$ cat src/rtl/dp_ctrl_pkg.sv
// dp_ctrl_pkg: shared encodings for the single-cycle RISC-V control unit.
// Holds opcode constants, immsel/alusel/wbsel encodings, the sequencer
// state type and the funct3 -> ALU op helper used by the decoder.
package dp_ctrl_pkg;

    localparam logic [6:0] OP_R     = 7'b0110011;
    localparam logic [6:0] OP_I     = 7'b0010011;
    localparam logic [6:0] OP_LUI   = 7'b0110111;
    localparam logic [6:0] OP_AUIPC = 7'b0010111;
    localparam logic [6:0] OP_JAL   = 7'b1101111;
    localparam logic [6:0] OP_JALR  = 7'b1100111;
    localparam logic [6:0] OP_BR    = 7'b1100011;
    localparam logic [6:0] OP_LD    = 7'b0000011;
    localparam logic [6:0] OP_ST    = 7'b0100011;

    localparam logic [2:0] IMM_I = 3'd0;
    localparam logic [2:0] IMM_S = 3'd1;
    localparam logic [2:0] IMM_B = 3'd2;
    localparam logic [2:0] IMM_U = 3'd3;
    localparam logic [2:0] IMM_J = 3'd4;

    localparam logic [3:0] ALU_ADD   = 4'd0;
    localparam logic [3:0] ALU_SUB   = 4'd1;
    localparam logic [3:0] ALU_SLL   = 4'd2;
    localparam logic [3:0] ALU_SLT   = 4'd3;
    localparam logic [3:0] ALU_SLTU  = 4'd4;
    localparam logic [3:0] ALU_XOR   = 4'd5;
    localparam logic [3:0] ALU_SRL   = 4'd6;
    localparam logic [3:0] ALU_SRA   = 4'd7;
    localparam logic [3:0] ALU_OR    = 4'd8;
    localparam logic [3:0] ALU_AND   = 4'd9;
    localparam logic [3:0] ALU_PASSB = 4'd10;

    localparam logic [1:0] WB_MEM = 2'd0;
    localparam logic [1:0] WB_ALU = 2'd1;
    localparam logic [1:0] WB_PC4 = 2'd2;

    typedef enum logic [1:0] {S_EXEC, S_MEM, S_ERR} state_t;

    // alt is inst[30]; it selects SUB only for register-register ops,
    // because an addi immediate can legitimately have bit 30 set.
    function automatic logic [3:0] alu_op(input logic [2:0] f3, input logic alt, input logic sub_ok);
        case (f3)
            3'b000:  return (alt && sub_ok) ? ALU_SUB : ALU_ADD;
            3'b001:  return ALU_SLL;
            3'b010:  return ALU_SLT;
            3'b011:  return ALU_SLTU;
            3'b100:  return ALU_XOR;
            3'b101:  return alt ? ALU_SRA : ALU_SRL;
            3'b110:  return ALU_OR;
            default: return ALU_AND;
        endcase
    endfunction

endpackage

$ cat src/rtl/dp_ctrl_dec.sv
// dp_ctrl_dec: purely combinational instruction -> datapath control decode.
// Ports: op/f3/alt are inst[6:0], inst[14:12], inst[30]; brlt/breq from the
// branch comparator. Outputs are the raw per-opcode controls plus is_ld/is_st
// and illegal; stall gating is applied by the sequencer in dp_ctrl_fsm.
module dp_ctrl_dec
    import dp_ctrl_pkg::*;
(
    input  logic [6:0] op,
    input  logic [2:0] f3,
    input  logic       alt,
    input  logic       brlt,
    input  logic       breq,
    output logic       pcsel,
    output logic [2:0] immsel,
    output logic       regwen,
    output logic       brun,
    output logic       asel,
    output logic       bsel,
    output logic [3:0] alusel,
    output logic [1:0] wbsel,
    output logic       is_ld,
    output logic       is_st,
    output logic       illegal
);

    always_comb begin
        pcsel   = 1'b0;
        immsel  = IMM_I;
        regwen  = 1'b0;
        brun    = 1'b0;
        asel    = 1'b0;
        bsel    = 1'b0;
        alusel  = ALU_ADD;
        wbsel   = WB_ALU;
        is_ld   = 1'b0;
        is_st   = 1'b0;
        illegal = 1'b0;
        case (op)
            OP_R: begin
                regwen = 1'b1;
                alusel = alu_op(f3, alt, 1'b1);
            end
            OP_I: begin
                bsel   = 1'b1;
                regwen = 1'b1;
                alusel = alu_op(f3, alt, 1'b0);
            end
            OP_LUI: begin
                bsel   = 1'b1;
                immsel = IMM_U;
                alusel = ALU_PASSB;
                regwen = 1'b1;
            end
            OP_AUIPC: begin
                asel   = 1'b1;
                bsel   = 1'b1;
                immsel = IMM_U;
                regwen = 1'b1;
            end
            OP_JAL: begin
                asel   = 1'b1;
                bsel   = 1'b1;
                immsel = IMM_J;
                pcsel  = 1'b1;
                wbsel  = WB_PC4;
                regwen = 1'b1;
            end
            OP_JALR: begin
                bsel   = 1'b1;
                pcsel  = 1'b1;
                wbsel  = WB_PC4;
                regwen = 1'b1;
            end
            OP_BR: begin
                asel   = 1'b1;
                bsel   = 1'b1;
                immsel = IMM_B;
                brun   = f3[1];
                // f3[2] picks the less-than compare, f3[0] inverts the sense
                pcsel  = f3[2] ? (brlt ^ f3[0]) : (breq ^ f3[0]);
            end
            OP_LD: begin
                bsel  = 1'b1;
                wbsel = WB_MEM;
                is_ld = 1'b1;
            end
            OP_ST: begin
                bsel   = 1'b1;
                immsel = IMM_S;
                is_st  = 1'b1;
            end
            default: illegal = 1'b1;
        endcase
    end

endmodule

$ cat src/rtl/dp_ctrl_fsm.sv
// dp_ctrl_fsm: control unit for the single-cycle RISC-V datapath with a
// load/store stall sequencer (S_EXEC / S_MEM / S_ERR) and memory timeout.
// Inputs: clk, rst (sync, active-high), inst, brlt, breq, dmem_ack.
// Outputs: pcsel, immsel, regwen, brun, asel, bsel, alusel, wbsel,
// dmem_req, dmem_we, pc_en, illegal, mem_err (sticky timeout flag).
// Optional: define DP_CTRL_PERF_EN to add cycle_cnt and instret_cnt.
module dp_ctrl_fsm
    import dp_ctrl_pkg::*;
#(
    parameter int MEM_TIMEOUT = 16,
    parameter int CNT_W       = 5
) (
    input  logic        clk,
    input  logic        rst,
    input  logic [31:0] inst,
    input  logic        brlt,
    input  logic        breq,
    input  logic        dmem_ack,
    output logic        pcsel,
    output logic [2:0]  immsel,
    output logic        regwen,
    output logic        brun,
    output logic        asel,
    output logic        bsel,
    output logic [3:0]  alusel,
    output logic [1:0]  wbsel,
    output logic        dmem_req,
    output logic        dmem_we,
    output logic        pc_en,
    output logic        illegal,
    output logic        mem_err
`ifdef DP_CTRL_PERF_EN
    ,
    output logic [31:0] cycle_cnt,
    output logic [31:0] instret_cnt
`endif
);

    state_t           state, state_nx;
    logic [CNT_W-1:0] cnt;
    logic             err_q;
    logic             d_pcsel, d_regwen, d_brun, d_asel, d_bsel, is_ld, is_st, d_illegal;
    logic [2:0]       d_immsel;
    logic [3:0]       d_alusel;
    logic [1:0]       d_wbsel;
    logic             run, exec, in_mem, mem_op, ack_ok, timeout;
    logic             unused_inst;

    assign unused_inst = ^{inst[31], inst[29:15], inst[11:7]};

    dp_ctrl_dec u_dec (
        .op      (inst[6:0]),
        .f3      (inst[14:12]),
        .alt     (inst[30]),
        .brlt    (brlt),
        .breq    (breq),
        .pcsel   (d_pcsel),
        .immsel  (d_immsel),
        .regwen  (d_regwen),
        .brun    (d_brun),
        .asel    (d_asel),
        .bsel    (d_bsel),
        .alusel  (d_alusel),
        .wbsel   (d_wbsel),
        .is_ld   (is_ld),
        .is_st   (is_st),
        .illegal (d_illegal)
    );

    assign run     = !rst;
    assign exec    = state == S_EXEC;
    assign in_mem  = state == S_MEM;
    assign mem_op  = is_ld | is_st;
    assign ack_ok  = in_mem & dmem_ack;
    assign timeout = cnt == CNT_W'(MEM_TIMEOUT);

    // An ack on the timeout cycle still completes the access; S_ERR only leaves on rst.
    always_comb begin
        state_nx = state;
        case (state)
            S_EXEC:  state_nx = mem_op ? S_MEM : S_EXEC;
            S_MEM:   state_nx = dmem_ack ? S_EXEC : (timeout ? S_ERR : S_MEM);
            default: state_nx = state;
        endcase
    end

    always_ff @(posedge clk) begin
        if (rst) begin
            state <= S_EXEC;
            cnt   <= '0;
            err_q <= 1'b0;
        end else begin
            state <= state_nx;
            cnt   <= in_mem ? cnt + 1'b1 : '0;
            err_q <= err_q | (in_mem & !dmem_ack & timeout);
        end
    end

    // The instruction is held while stalled, so the ALU controls keep the address stable.
    always_comb begin
        pcsel    = run & d_pcsel;
        immsel   = run ? d_immsel : 3'd0;
        brun     = run & d_brun;
        asel     = run & d_asel;
        bsel     = run & d_bsel;
        alusel   = run ? d_alusel : 4'd0;
        wbsel    = run ? d_wbsel : 2'd0;
        regwen   = run & (exec ? d_regwen : ack_ok & is_ld);
        dmem_req = run & mem_op & (exec | in_mem);
        dmem_we  = run & is_st & (exec | in_mem);
        pc_en    = run & (exec ? !mem_op : ack_ok);
        illegal  = run & exec & d_illegal;
        mem_err  = run & err_q;
    end

`ifdef DP_CTRL_PERF_EN
    always_ff @(posedge clk) begin
        if (rst) begin
            cycle_cnt   <= '0;
            instret_cnt <= '0;
        end else begin
            cycle_cnt <= cycle_cnt + 32'd1;
            if (pc_en) instret_cnt <= instret_cnt + 32'd1;
        end
    end
`endif

endmodule

$ cat config.mk
export PLATFORM = sky130hd
export DESIGN_NAME = dp_ctrl_fsm
export DESIGN_NICKNAME = d
export VERILOG_FILES = /design/src/rtl/dp_ctrl_pkg.sv /design/src/rtl/dp_ctrl_dec.sv /design/src/rtl/dp_ctrl_fsm.sv
export SDC_FILE = /design/constraint.sdc
export NUM_CORES = 1
export LEC_CHECK = 0
export CAP_MARGIN = 10
export CORE_MARGIN = 2
export CORE_UTILIZATION = 34
export DETAILED_ROUTE_END_ITERATION = 12
export GPL_TIMING_DRIVEN = 0
export PLACE_DENSITY_LB_ADDON = 0.25
export SLEW_MARGIN = 20
export SYNTH_ARGS = -nofsm -noshare
export SYNTH_HDL_FRONTEND = slang
export SYNTH_SLANG_ARGS = --single-unit
$ cat constraint.sdc
create_clock -name clk -period 2 [get_ports clk]
set_input_delay 0.4 -clock clk [delete_from_list [all_inputs] [get_ports clk]]
set_output_delay 0.4 -clock clk [all_outputs]
set_load 0.05 [all_outputs]
==> results of run 1 <==
## power breakdown
| part | internal [W] | switching [W] | total (W) |
|---|---|---|---|
| Clock | 0.0000682 | 0.0000474 | 0.000116 |
| Sequential | 0.000160 | 0.000000752 | 0.000161 |
| Combinational | 0.0000691 | 0.0000810 | 0.000150 |
## logic make-up after synthesis
kind of cell / share of synthesized area (%)
flops: 20.6
buf+inv: 6.76
xor+xnor: 4.51
mux: 3.86
simple gates: 39.1
fa+ha+maj: 3.22
compound gates: 21.9
## flip-flops by register name, indices dropped and copies added, names as in the netlist
signal and flops:
cnt 5, err_q 1, state 2
## synth_stat cells, types with 4 or more instances
master	count
dfxtp_1	8
clkbuf_1	4
inv_1	6
nand2_1	7
nand3_1	4
nor2_1	8
nor3_1	4
## worst min-delay path by stage
stage	from	endpoint	slack, ns	cells after the start
after floorplan	cnt[0]$_SDFF_PP0_	cnt[0]$_SDFF_PP0_	0.43	1
after global placement	cnt[0]$_SDFF_PP0_	cnt[0]$_SDFF_PP0_	0.44	1
after detailed placement	cnt[0]$_SDFF_PP0_	cnt[0]$_SDFF_PP0_	0.46	1
after CTS	cnt[0]$_SDFF_PP0_	cnt[0]$_SDFF_PP0_	0.47	1
after global routing	cnt[0]$_SDFF_PP0_	cnt[0]$_SDFF_PP0_	0.50	1
final	cnt[0]$_SDFF_PP0_	cnt[0]$_SDFF_PP0_	0.47	1
## what timing repair did
action | CTS | global route
setup buffers | 7 | 1
setup endpoints to repair | 19 | 7
resized for setup | 143 | 15
hold buffers | 0 | 0
pin swaps | 7 | 2
## layer usage
metal	global-route usage (%)	vias to the layer above
met2	30.3	20
met4	7.46	0
met3	2.30	4
met1	19.4	412
li1	-	446
met5	0	-
## area by class of cell
type / instances / area (µm²) / area share (%)
repair buffers: 39 / 319 / 25.1
well taps: 28 / 35.0 / 2.75
plain buffers: 5 / 55.1 / 4.33
clock buffers: 3 / 22.5 / 1.77
multi-input cells: 78 / 658 / 51.7
flip-flops and latches: 8 / 160 / 12.6
inverters: 6 / 22.5 / 1.77
## layout by cell type, fill, tap and decap left out, types with 3 or more instances in the layout
master	count
nand2_1	7
nor2_1	8
and3_1	3
buf_2	9
buf_6	8
buf_4	13
nand3_1	3
clkdlybuf4s15_1	3
clkbuf_4	4
inv_1	5
mux2i_1	3
clkdlybuf4s50_1	4
dfxtp_1	8
xor2_1	3
## metrics by stage
stage / power, W / hold slack, ns / setup WS, ns / utilization (%)
2_1_floorplan: 0.000244 / 0.430 / -0.358 / -
3_3_place_gp: 0.000296 / 0.442 / -1.23 / 54.2
3_5_place_dp: 0.000298 / 0.463 / -1.23 / 54.2
4_1_cts: 0.000425 / 0.473 / -0.101 / 55.9
5_1_grt: 0.000453 / 0.504 / -0.152 / 58.1
6_report: 0.000426 / 0.467 / -0.0998 / 58.1
==> qor.yml, run 1 <==
status:
  status: "complete, but fails checks"
  violations: "setup timing"
clock_network:
  cts_tree: "yes"
  cts_sinks: 8
  clk_pin_slew_ns: 0.05
  clk_latency_ns: 0.24
  clk_path_buf_depth: 2
  cts_max_level: 1
  cts-root-buf: "clkbuf_4"
  cts_made_buffers: 3
sta:
  finClkSkew_ns: 0.00295
  rsz0062_at_grt: "true"
  final-setup-viol-count: 1
  hold_viol_final: 0
  drv_slew: 0
  tightest_slew_ns: 0.507
  tns_ns: -0.0998
  setup_ws_ns: -0.0998
  fmax_mhz: 476
  fin_crit_sh_pct: 105
  layout_min_cycle_time_ns: 2.10
  max_slew_margin_pct: 65.7
synth:
  syn_area_um2: 777
  syn_inst: 98
  ys_types: 44
  synth_top_area_cell: "dfxtp_1"
  async_flop_share_pct: 0
  synthesis.nets: 137
  yosys_warnings: 0
  synth_seq_cells: 8
  synth-edff-count: 0
  synth-seq-area-share_pct: 20.6
  ys.flop_type: "dfxtp_1"
  syn_avg_cell_area_um2: 7.93
  ys_top_cells_by_area: "dfxtp_1 21%, mux2i_1 3.9%, nor2_1 3.9%"
  synth.top_cell.area_share_pct: 20.6
placed_design:
  dp_hpwl_um: 1630
  placed_area_um2: 1190
  port_buffers: 31
  dp.cells: 157
  gp_congestion: 0.751
global_route:
  antenna_found_initial: 0
  grtUsageTotal_pct: 16.7
  globalRoute.totalOverflow: 0
  grt_pass1_wl_um: 3480
  grt_pass1_vias: 844
  grt_max_degree: 11
critical_path:
  cp-endpoint: "regwen"
  cp_data_arrival_time_ns: 1.70
  rrSetupSlack_ns: 0.51
  r2r_start: "cnt[0]$_SDFF_PP0_"
  cp_num_buf_inv: 2
  slowest_delay_ns: 0.48
  crit_chain: "buf_12, or2_4, or4_4, a221oi_2, buf_6"
  critPathLaunch: "inst[6]"
  r2r_cells: 5
  criticalPathCategory: "primary input to output port"
  path_depth: 5
  path_max_fanout: 2
  critPathLaunchType: "primary input"
  cp_top_family: "simple AND/OR/NAND/NOR gates"
  required_ns: 1.60
  r2r_end: "state[0]$_SDFFE_PP0P_"
  critPathCaptureType: "output port"
  cp_slowest_cell: "or4_4"
layout:
  stdcell_area_um2: 1270
  area_growth_pct: 63.8
  num-fill-cells: 212
  nets: 180
  instances_no_fill: 167
  drive_gt1_share_pct: 42.4
  antennaDiodeCount: 0
routing:
  route.detailed.drc: 0
  via_count: 882
  dr.pass1.iters: 4
  wl_met1_um: 922
  dr_wl_met2_um: 1080
  routed.top_layer: "met4"
  ant_nets: 0
  avgRoutedWirePerCell_um: 12.7
  dr_wl_met3_um: 74
  viasPerCell: 5.28
  drt-initial-drc-count: 17
  drt-total-wl_um: 2130
power:
  cellLeakagePower_nw: 0.565
  p_per_area_nw_per_um2: 335
  ir_worst_vdd_v: 0.000209
floorplanning:
  floorplan.die.height_um: 51.8
  start_util_pct: 35.5
  die_w_um: 51.8
  die-area_um2: 2680
  core.rowCount: 17
  core_um2: 2190
  io_pins: 56
hold_path:
  hp-class: "flop to flop"
job:
  maxCapViolations: 0
No activity file was read; power rests on OpenSTA's default activity.
==> run 2, diff against run 1 <==
Settings changed: CORE_ASPECT_RATIO set to 1.2, CORE_MARGIN 2 to unset.
==> run 2 against run 1 <==
The run still ends with setup timing left. Register-to-register slack barely moved. Largest cell class unchanged. Worst setup slack got worse by 0.0023 ns. Critical endpoint unchanged. Clock skew fell by 0.00054 ns. Core utilization rose by 2.9 points. Die area fell by 7.5%.
==> qor.yml, run 2 (same netlist as run 1, synthesis figures left out) <==
floorplanning:
  core_um2: 2120  # -3.4%
  core.rowCount: 18  # +1
  start_util_pct: 36.7  # +1.2 points
  floorplan.die.height_um: 54.4  # +4.9%
  die-area_um2: 2480  # -7.5%
  die_w_um: 45.6  # -12%
  io_pins: 56  # unchanged
critical_path:
  cp_data_arrival_time_ns: 1.70  # about the same
  required_ns: 1.60  # about the same
  criticalPathCategory: "primary input to output port"
  critPathCaptureType: "output port"
  path_max_fanout: 2  # unchanged
  critPathLaunchType: "primary input"
  r2r_cells: 5  # unchanged
sta:
  fmax_mhz: 476  # -0.11%
  tightest_slew_ns: 0.511  # +0.00333 ns
  fin_crit_sh_pct: 105  # +0.11 points
  drv_slew: 0  # unchanged
  layout_min_cycle_time_ns: 2.10  # +0.00228 ns
  tns_ns: -0.154  # -0.0541 ns
  final-setup-viol-count: 2  # +1
  rsz0062_at_grt: "true"
  hold_viol_final: 0  # unchanged
  max_slew_margin_pct: 65.5  # -0.23 points
  setup_ws_ns: -0.102  # -0.00228 ns
  finClkSkew_ns: 0.00241  # -0.000545 ns
global_route:
  grt_max_degree: 11  # unchanged
  grt_pass1_vias: 809  # -4.1%
  grt_pass1_wl_um: 3500  # +0.60%
  grtUsageTotal_pct: 19.4  # +2.7 points
  globalRoute.totalOverflow: 0  # unchanged
  antenna_found_initial: 0  # unchanged
power:
  switching_share_pct: 31.9  # +1.6 points
  clockPowerShare_pct: 28.3  # +1.2 points
  pwr-share-seq_pct: 36.3  # -1.4 points
  internal_power_w: 0.000301  # +1.3%
  pwr-share-comb_pct: 35.4  # +0.2 points
  p_total_w: 0.000442  # +3.8%
  cellLeakagePower_nw: 0.569  # +0.55%
  ir_worst_vdd_v: 0.000372  # +78%
  p_per_area_nw_per_um2: 343  # +2.4%
  power.net_switching_w: 0.000141  # +9.4%
layout:
  drive_gt1_share_pct: 44.6  # +2.2 points
  antennaDiodeCount: 0  # unchanged
  largest_reg_flops: 5  # unchanged
  fin_util_pct: 60.9  # +2.9 points
  stdcell_area_um2: 1290  # +1.4%
  final_cell_mix: "16 x buf_4, 8 x nor2_1, 8 x dfxtp_1, 8 x buf_2, 6 x nand2_1"
  reg.largest.list: "cnt (5), state (2), err_q (1)"
  nets: 180  # unchanged
  layout_commonest_cell: "buf_4"
  area_growth_pct: 66.0
  num-fill-cells: 209  # -1.4%
  regMostFlops: "cnt"
job:
  maxCapViolations: 0  # unchanged
placed_design:
  placed_area_um2: 1190  # +0.21%
  port_buffers: 31  # unchanged
  dp_hpwl_um: 1510  # -7.6%
  gp_congestion: 0.827  # +10%
routing:
  dr.pass1.iters: 4  # unchanged
  viasPerCell: 5.31  # +0.61%
  route.detailed.drc: 0  # unchanged
  ant_nets: 0  # unchanged
  drt-total-wl_um: 2240  # +5.6%
  avgRoutedWirePerCell_um: 13.3  # +4.4%
  drt-initial-drc-count: 18  # +1
  via_count: 898  # +1.8%
clock_network:
  clk_path_buf_depth: 2  # unchanged
  cts-root-buf: "clkbuf_4"
  cts_sinks: 8  # unchanged
  clk_pin_slew_ns: 0.05  # about the same
  clk_latency_ns: 0.26  # +0.02 ns
  cts_tree: "yes"
  cts_made_buffers: 3  # unchanged
  cts_max_level: 1  # unchanged
hold_path:
  hp-class: "flop to flop"
  hold_depth: 1  # unchanged
status:
  status: "complete, but fails checks"
  violations: "setup timing"
==> run 2: per-stage QoR <==
step                hold WS [ns]  setup WS, ns  std cells
finish                     0.471        -0.102        169
detailed placement         0.474         -1.24        159
global placement           0.448         -1.21        159
floorplan                  0.430        -0.358         98
CTS                        0.485       -0.0934        170
global route               0.503        -0.140        169
==> run 2: worst paths after layout <==
path / startpoint / endpoint / slack (ns)
max: inst[6] / regwen / -0.10
min: cnt[0]$_SDFF_PP0_ / cnt[0]$_SDFF_PP0_ / 0.47
max reg2reg: cnt[0]$_SDFF_PP0_ / state[0]$_SDFFE_PP0P_ / 0.50
min reg2reg: cnt[0]$_SDFF_PP0_ / cnt[0]$_SDFF_PP0_ / 0.47
==> run 2: power groups by stage <==
| stage | registers, W | clock network (W) | logic (W) |
|---|---|---|---|
| floorplan | 0.000163 | 0 | 0.0000806 |
| global placement | 0.000163 | 0 | 0.000132 |
| detailed placement | 0.000163 | 0 | 0.000134 |
| CTS | 0.000160 | 0.000130 | 0.000147 |
| global route | 0.000160 | 0.000140 | 0.000167 |
| finish | 0.000160 | 0.000125 | 0.000157 |
==> run 2: routing by layer <==
| layer | vias to the layer above | GRT usage, % | part of all wire [%] |
|---|---|---|---|
| li1 | 444 | - | - |
| met1 | 425 | 22.7 | 43 |
| met2 | 23 | 34.5 | 52 |
| met3 | 6 | 2.31 | 3.7 |
| met4 | 0 | 9.09 | 1.6 |
| met5 | - | 0 | 0 |
==> run 2: critical path, stage by stage <==
cell      delay [ns]
buf_12          0.10
or2_4           0.24
or4_4           0.49
a221oi_4        0.28
buf_6           0.19
==> run 2: cell type report <==
class	instances	area [µm²]	area share, %
plain buffers	5	55.1	4.27
multi-input cells	78	673	52.2
clock buffers	3	22.5	1.75
well taps	30	37.5	2.91
flip-flops and latches	8	160	12.4
inverters	6	22.5	1.75
repair buffers	39	319	24.7
==> run 2: what timing repair did <==
| action | CTS | global route |
|---|---|---|
| buffers inserted | 8 | 0 |
| hold buffers | 0 | 0 |
| pin swaps | 6 | 2 |
| hold endpoints to repair | 0 | 0 |
| setup endpoints to repair | 19 | 11 |
| resized for setup | 148 | 17 |
| gates cloned | 0 | 0 |
